[src/rtl/pc_gen.sv]
// rtl/pc_gen.sv - fetch-stage program counter / next-PC unit with optional return-address stack.
// Return-address stack is built only when PC_RAS_EN is defined.
module pc_gen #(
  parameter int              PC_W         = 32,
  parameter logic [PC_W-1:0] RESET_VECTOR = '0,
  parameter int              RAS_DEPTH    = 4
) (
  input  logic            CLK,
  input  logic            RST,
  input  logic            pc_en,
  input  logic            ihit,
  input  logic            dstall,
  input  logic [2:0]      PCSrc,
  input  logic            br_taken,
  input  logic [15:0]     imm16,
  input  logic [25:0]     immediate26,
  input  logic [PC_W-1:0] rdat1,
  output logic [PC_W-1:0] pc,
  output logic [PC_W-1:0] pc_plus4,
  output logic            iren,
  output logic            misaligned,
  output logic            ras_empty,
  output logic            ras_full
);

  localparam logic [2:0] SRC_SEQ = 3'd0;
  localparam logic [2:0] SRC_BR  = 3'd1;
  localparam logic [2:0] SRC_J   = 3'd2;
  localparam logic [2:0] SRC_JAL = 3'd3;
  localparam logic [2:0] SRC_JR  = 3'd4;
  localparam logic [2:0] SRC_RET = 3'd5;

  if (PC_W < 28 || PC_W > 32 || RAS_DEPTH < 2 || (RAS_DEPTH & (RAS_DEPTH - 1)) != 0
      || RESET_VECTOR[1:0] != 2'b00) begin : g_bad_param
    $error("pc_gen: illegal parameter combination");
  end

  logic [PC_W-1:0] pc_q, pc_d;
  logic            mis_q, mis_d;
  logic            advance;
  logic [PC_W-1:0] br_off, j_tgt, reg_tgt;
  logic            push, pop;
  logic            ras_has;
  logic [PC_W-1:0] ras_top;

  assign advance  = pc_en & ihit & ~dstall;
  assign pc_plus4 = pc_q + PC_W'(4);
  assign br_off   = {{(PC_W-18){imm16[15]}}, imm16, 2'b00};
  assign reg_tgt  = {rdat1[PC_W-1:2], 2'b00};

  // PC_W=28 leaves no upper bits to carry over from pc_plus4.
  if (PC_W > 28) begin : g_j_upper
    assign j_tgt = {pc_plus4[PC_W-1:28], immediate26, 2'b00};
  end else begin : g_j_plain
    assign j_tgt = {immediate26, 2'b00};
  end

  always_comb begin
    pc_d  = pc_q;
    mis_d = 1'b0;
    push  = 1'b0;
    pop   = 1'b0;
    if (advance) begin
      case (PCSrc)
        SRC_BR:  pc_d = br_taken ? (pc_plus4 + br_off) : pc_plus4;
        SRC_J:   pc_d = j_tgt;
        SRC_JAL: begin
          pc_d = j_tgt;
          push = 1'b1;
        end
        SRC_JR: begin
          pc_d  = reg_tgt;
          mis_d = |rdat1[1:0];
        end
        SRC_RET: begin
          if (ras_has) begin
            pc_d = ras_top;
            pop  = 1'b1;
          end else begin
            pc_d  = reg_tgt;
            mis_d = |rdat1[1:0];
          end
        end
        default: pc_d = pc_plus4;
      endcase
    end
  end

  always_ff @(posedge CLK or posedge RST) begin
    if (RST) begin
      pc_q  <= RESET_VECTOR;
      mis_q <= 1'b0;
    end else begin
      pc_q  <= pc_d;
      mis_q <= mis_d;
    end
  end

`ifdef PC_RAS_EN
  localparam int PTR_W = $clog2(RAS_DEPTH);
  localparam logic [PTR_W:0] CNT_MAX = (PTR_W+1)'(RAS_DEPTH);

  logic [PC_W-1:0]  ras_q [RAS_DEPTH];
  logic [PTR_W-1:0] top_q, top_d;
  logic [PTR_W:0]   cnt_q, cnt_d;

  assign ras_has = (cnt_q != '0);
  assign ras_top = ras_q[top_q];

  // Pushing into a full stack lands on the oldest slot, so the wrap overwrites it.
  always_comb begin
    top_d = top_q;
    cnt_d = cnt_q;
    if (push) begin
      top_d = top_q + 1'b1;
      cnt_d = (cnt_q == CNT_MAX) ? cnt_q : cnt_q + 1'b1;
    end else if (pop) begin
      top_d = top_q - 1'b1;
      cnt_d = cnt_q - 1'b1;
    end
  end

  always_ff @(posedge CLK or posedge RST) begin
    if (RST) begin
      top_q <= '0;
      cnt_q <= '0;
    end else begin
      top_q <= top_d;
      cnt_q <= cnt_d;
    end
  end

  always_ff @(posedge CLK) begin
    if (push) ras_q[top_d] <= pc_plus4;
  end

  assign ras_empty = (cnt_q == '0);
  assign ras_full  = (cnt_q == CNT_MAX);
`else
  assign ras_has   = 1'b0;
  assign ras_top   = '0;
  assign ras_empty = 1'b1;
  assign ras_full  = 1'b0;
`endif

  assign pc         = pc_q;
  assign misaligned = mis_q;
  assign iren       = ~RST;

endmodule

[config.mk]
export PLATFORM = sky130hd
export DESIGN_NAME = pc_gen
export DESIGN_NICKNAME = d
export VERILOG_FILES = /design/src/rtl/pc_gen.sv
export SDC_FILE = /design/constraint.sdc
export NUM_CORES = 1
export LEC_CHECK = 0
export CELL_PAD_IN_SITES_DETAIL_PLACEMENT = 0
export CELL_PAD_IN_SITES_GLOBAL_PLACEMENT = 1
export CORE_AREA = 5 5 115 117
export DETAILED_ROUTE_END_ITERATION = 8
export DIE_AREA = 0 0 120 122
export GPL_ROUTABILITY_DRIVEN = 0
export PLACE_DENSITY_LB_ADDON = 0.1
export SYNTH_ARGS = -nofsm -noshare
export SYNTH_HDL_FRONTEND = slang
export SYNTH_SLANG_ARGS = --single-unit
[constraint.sdc]
create_clock -name CLK -period 9.25 [get_ports CLK]
set_input_delay 1.85 -clock CLK [delete_from_list [all_inputs] [get_ports CLK]]
set_output_delay 1.85 -clock CLK [all_outputs]
set_load 0.02 [all_outputs]
==> Yosys cells after proc, flatten, opt, wreduce, memory -nomap -nowiden <==
Cells that the tools add are included.
{ "word_totals": {"ff_bits": 33, "input_bits": 83, "out_inout_bits": 68, "wordCells": 20} }
{ "classes": {"n_addsub": 2, "n_eq_ne": 5, "n_mux": 4, "bitwise": 4, "reduce_logical": 3} }
{ "ops": {"columns": ["cell", "count"], "rows": [
  ["$pmux 32 s3", 1],
  ["$add 32x3->32 const B", 1],
  ["$add 32x32->32", 1],
  ["$mux 32", 1],
  ["$eq 3x2->1 const B", 2],
  ["$eq 3x3->1 const B", 2],
  ["$reduce_or 2->1", 3],
  ["$eq 3x1->1 const B", 1],
  ["$and 1x1->1", 2],
  ["$mux 1", 2],
  ["$not 1->1", 2]
]} }

==> Depth between registers and ports, before layout <==
{ "depth": {"depth_word": 4, "ltp_mapped": 18, "mapped_depth_nobuf": 17} }

==> Least setup slack after synthesis <==
No wires, ideal clock.
{ "synth_path": {"path_type": "input to output", "start": "in RST", "end": "out iren", "arrival_ps": 2611, "required_ps": 7400, "path_slack_ps": 4789, "cell_stages": 1, "n_path_buf": 0, "path_cell_list": "inv_1"} }
{ "synth_between": {"elab_chain_len": 1} }
{ "synth_rtl": {"columns": ["element", "line", "rtl"], "rows": [
  ["start: declaration", "9", "input logic RST,"],
  ["$not 1->1", "148", "assign iren = ~RST;"],
  ["end: declaration", "20", "output logic iren,"]
]} }
Every way passes these cells.

==> Worst setup path in the final report <==
{ "layout_path": {"start": "reg pc_q[4] (netlist: pc[4])", "end": "out pc_plus4[28]"} }
{ "layout_between": {"elab_chain_len": 1} }
{ "layout_rtl": {"columns": ["element", "line", "rtl"], "rows": [
  ["start: declaration", "38", "logic [PC_W-1:0] pc_q, pc_d;"],
  ["start signal: assignment", "94", "pc_q <= pc_d;"],
  ["$add 32x3->32", "47", "assign pc_plus4 = pc_q + PC_W'(4);"],
  ["end: declaration", "19", "output logic [PC_W-1:0] pc_plus4,"]
]} }
Every way passes these cells.

==> metrics.md <==
| Metric | Value |
|---|---|
| Routed wire per std cell | 19.9 um |
| Layout cells sized above 1 | 0.0436 |
| Post-CTS Setup Bufs | 0 |
| CP required | 7400 ps |
| Setup TNS | 0 ps |
| Final Hold Vio Count | 0 |
| Dpl cells | between 800 and 900 |
| YS warnings | 0 |
| Vias | 4605 |
| Initial antenna violation count | 0 |
| Tmin final | 5440 ps |
| Chip width | 120 um |
| Post-route ant nets | 0 |
| Number of CTS-inserted buffers | 5 |
| Detailed Routing Iterations Pass 1 | 8 |
| Initial Util | 0.336 |
| Largest net degree at the start of global routing | 34 |
| Final Max Slew Viols | 0 |
| Mapped cell area | 4120 um2 |
| Most common cell after layout, fill and taps aside | clkdlybuf4s50_1 |
| H-tree depth | 2 |
| Cell row count | 41 |
| Area delta synth->final | 40.7% |
| Asr flop ratio synth | 1.00 |
| Crit path to | pc_plus4[28] |
| Post-CTS resize count | 0 |
| Port Buf Inserts | 144 |
| Fmax | 0.184 GHz |
| Hold WC Path Type | flop to flop |
| Sequential area share after synthesis | 0.188 |
| Mapped Cells | 536 |
| First-pass GRT wire length | 25300 um |
| Die Ht | 122 um |
| Via/cell ratio | 5.65 |
| Max FO, Critical Path | 8 |
| Pwr Density | 201 nW/um2 |
| Unique masters post-synth | 63 |
| Worst-Margin Slew | about 1100 ps |
| Hold-fix buffers at CTS | 0 |
| Core Area | ~12000 um2 |
| Clock-pin slew on the worst setup and hold paths | 60 ps |
| Overflow after GRT | 0 |
| Full die area | 14600 um2 |
| Crit. Startpoint | pc[4]$_DFFE_PP0P_ |
| 1st-iter DRT viols | 320 |
| VDD IR-drop max | between 90 and 100 uV |
| P_leak | ~2.4 nW |
| CP startpoint kind | flop |
| R2R cell count | 16 |
| CP Class | flop to primary output |
| WP data arrival | 3590 ps |
| Fillcell total | 1201 |
| IO Pins | 151 |
| EDFF count, synth | 0 |
| Max Cap Viol | 0 |
| Post-route insts no fill | 815 |
| Status | completed |
| Commonest cells after routing, fill and taps aside | 144 x clkdlybuf4s50_1, 55 x nor2_1, 53 x nand2_1 |
| WHS | roughly 520 ps |
| Clk Latency, worst-skew pair | 280 ps |
| R2r startpoint | pc[4]$_DFFE_PP0P_ |
| Top cells by area, synth | dfrtp_1 19%, ha_1 11%, xnor2_1 7.0%, nor2_1 5.1%, nand2_1 4.8% |
| All-Layer GR Usage | 0.218 |
| Reg2Reg Capture Point | pc[31]$_DFFE_PP0P_ |
| Final WL | 16200 um |
| Final net count | slightly below 800 |
| Final Setup Violations | 0 |
| Root Buffer | clkbuf_16 |
| Period Utilization, post-route | 0.588 |
| Area of the multi-input gates | between 3000 and 4000 um2 |
| R2R setup slack | 4410 ps |
| Seq cells post-synth | 31 |
| Clock skew | 4.23 ps |
| Worst slew margin | 0.262 |
| Maximum clock path buffer count | 2 |
| Leading area contributor after synthesis | dfrtp_1 |
| DRC viols | 0 |
| Synth Flop Type | dfrtp_1 |
| CTS tree | built |
| Post-synth top area share | 0.188 |
| Crit path capture type | primary output |
| Number of global-route vias before repair | 4687 |
| DP Wirelength | 12300 um |
| Register Area | roughly 780 um2 |
| RSZ-0062 raised after global routing | no |
| Synthesized area per cell | 7.69 um2 |
| Diode count | 0 |
| Sink Count | 31 |
[flip-flops by register name, indices dropped and copies added, names as in the netlist]
signal,flops
misaligned,1
pc,30
[per-stage QoR]
step	utilization	total power (W)	setup slack, ps	cell area [um2]
floorplan	-	0.000697	4790	4140
global placement	0.460	0.000978	3940	5640
detailed placement	0.460	0.000980	3860	5640
CTS	0.473	0.00117	3870	5800
global route	0.473	0.00125	3630	5800
finish	0.473	0.00117	3810	5800
[where the power goes]
group          total, W  switching (W)  leakage (nW)  internal, W
clock network  0.000181      0.0000662        0.0772     0.000115
logic          0.000761       0.000417          1.92     0.000344
registers      0.000224      0.0000561         0.382     0.000168
total           0.00117       0.000539          2.38     0.000626
[per-layer routing]
metal / GRT usage / routed length, um / vias to the layer above / part of all wire
li1: - / - / 2265 / -
met1: 0.281 / 7250 / 2182 / 0.45
met2: 0.381 / 7830 / 141 / 0.48
met3: 0.0344 / 866 / 17 / 0.053
met4: 0.0580 / 301 / 0 / 0.019
met5: 0 / 0 / - / 0
[worst max-delay path: stages (launching register included)]
cell and delay [ps]:
dfrtp_1 480, and4_1 260, and3_1 310, and2_1 250
nand3_1 230, nor2_1 620, nand4_1 200, xnor2_1 300
clkdlybuf4s50_1 670
[worst min path at each step]
stage / startpoint / slack (ps) / to / cells past startpoint
after CTS: pc[23]$_DFFE_PP0P_ / 520 / pc[23]$_DFFE_PP0P_ / 2
final: pc[23]$_DFFE_PP0P_ / 520 / pc[23]$_DFFE_PP0P_ / 2
after global routing: pc[23]$_DFFE_PP0P_ / 580 / pc[23]$_DFFE_PP0P_ / 2
after global placement: pc[23]$_DFFE_PP0P_ / 500 / pc[23]$_DFFE_PP0P_ / 2
after detailed placement: pc[23]$_DFFE_PP0P_ / 510 / pc[23]$_DFFE_PP0P_ / 2
after floorplan: pc[23]$_DFFE_PP0P_ / 620 / pc[23]$_DFFE_PP0P_ / 2
[kinds of logic after synthesis]
| family | count (synthesis) | synth area share |
|---|---|---|
| other | 2 | 0.00182 |
| adder cells (fa/ha/maj) | 37 | 0.114 |
| flip-flops | 31 | 0.188 |
| multiplexers | 3 | 0.00729 |
| XOR/XNOR | 50 | 0.106 |
| buffers and inverters | 52 | 0.0598 |
| AND/OR/NAND/NOR | 184 | 0.211 |
| AO/OA/AOI/OAI | 177 | 0.311 |
[synthesized netlist by cell type (2+ instances only)]
cell type and number:
or4_1 2, and3_1 7, or3_1 2, xor2_1 17
o21ai_0 29, and2b_2 2, nand2_1 53, xnor2_1 33
o22ai_1 5, o31ai_1 5, a31oi_1 10, a22o_1 9
and2_1 4, dfrtp_1 31, mux2i_1 3, nand3_1 24
o21ai_1 8, a221o_1 4, buf_4 8, o31a_1 2
o21a_1 5, clkbuf_1 23, a221oi_1 8, nor3_2 2
a222oi_1 15, a311oi_1 2, nand4_1 9, a21o_1 15
inv_1 18, a211o_1 2, nor2_1 56, o211ai_2 2
nor3_1 11, nand2b_1 2, and4_1 3, a22oi_1 7
clkbuf_8 2, o21bai_1 6, ha_1 36, a21oi_1 28
conb_1 2, o211ai_1 3
[area by class of cell]
cell class,instances,area share
multi-input combinational,457,0.538
timing repair buffer,151,0.258
sequential,31,0.134
tap,150,0.0324
clock buffer,8,0.0270
inverter,18,0.0117
No activity file was read; power rests on OpenSTA's default activity.
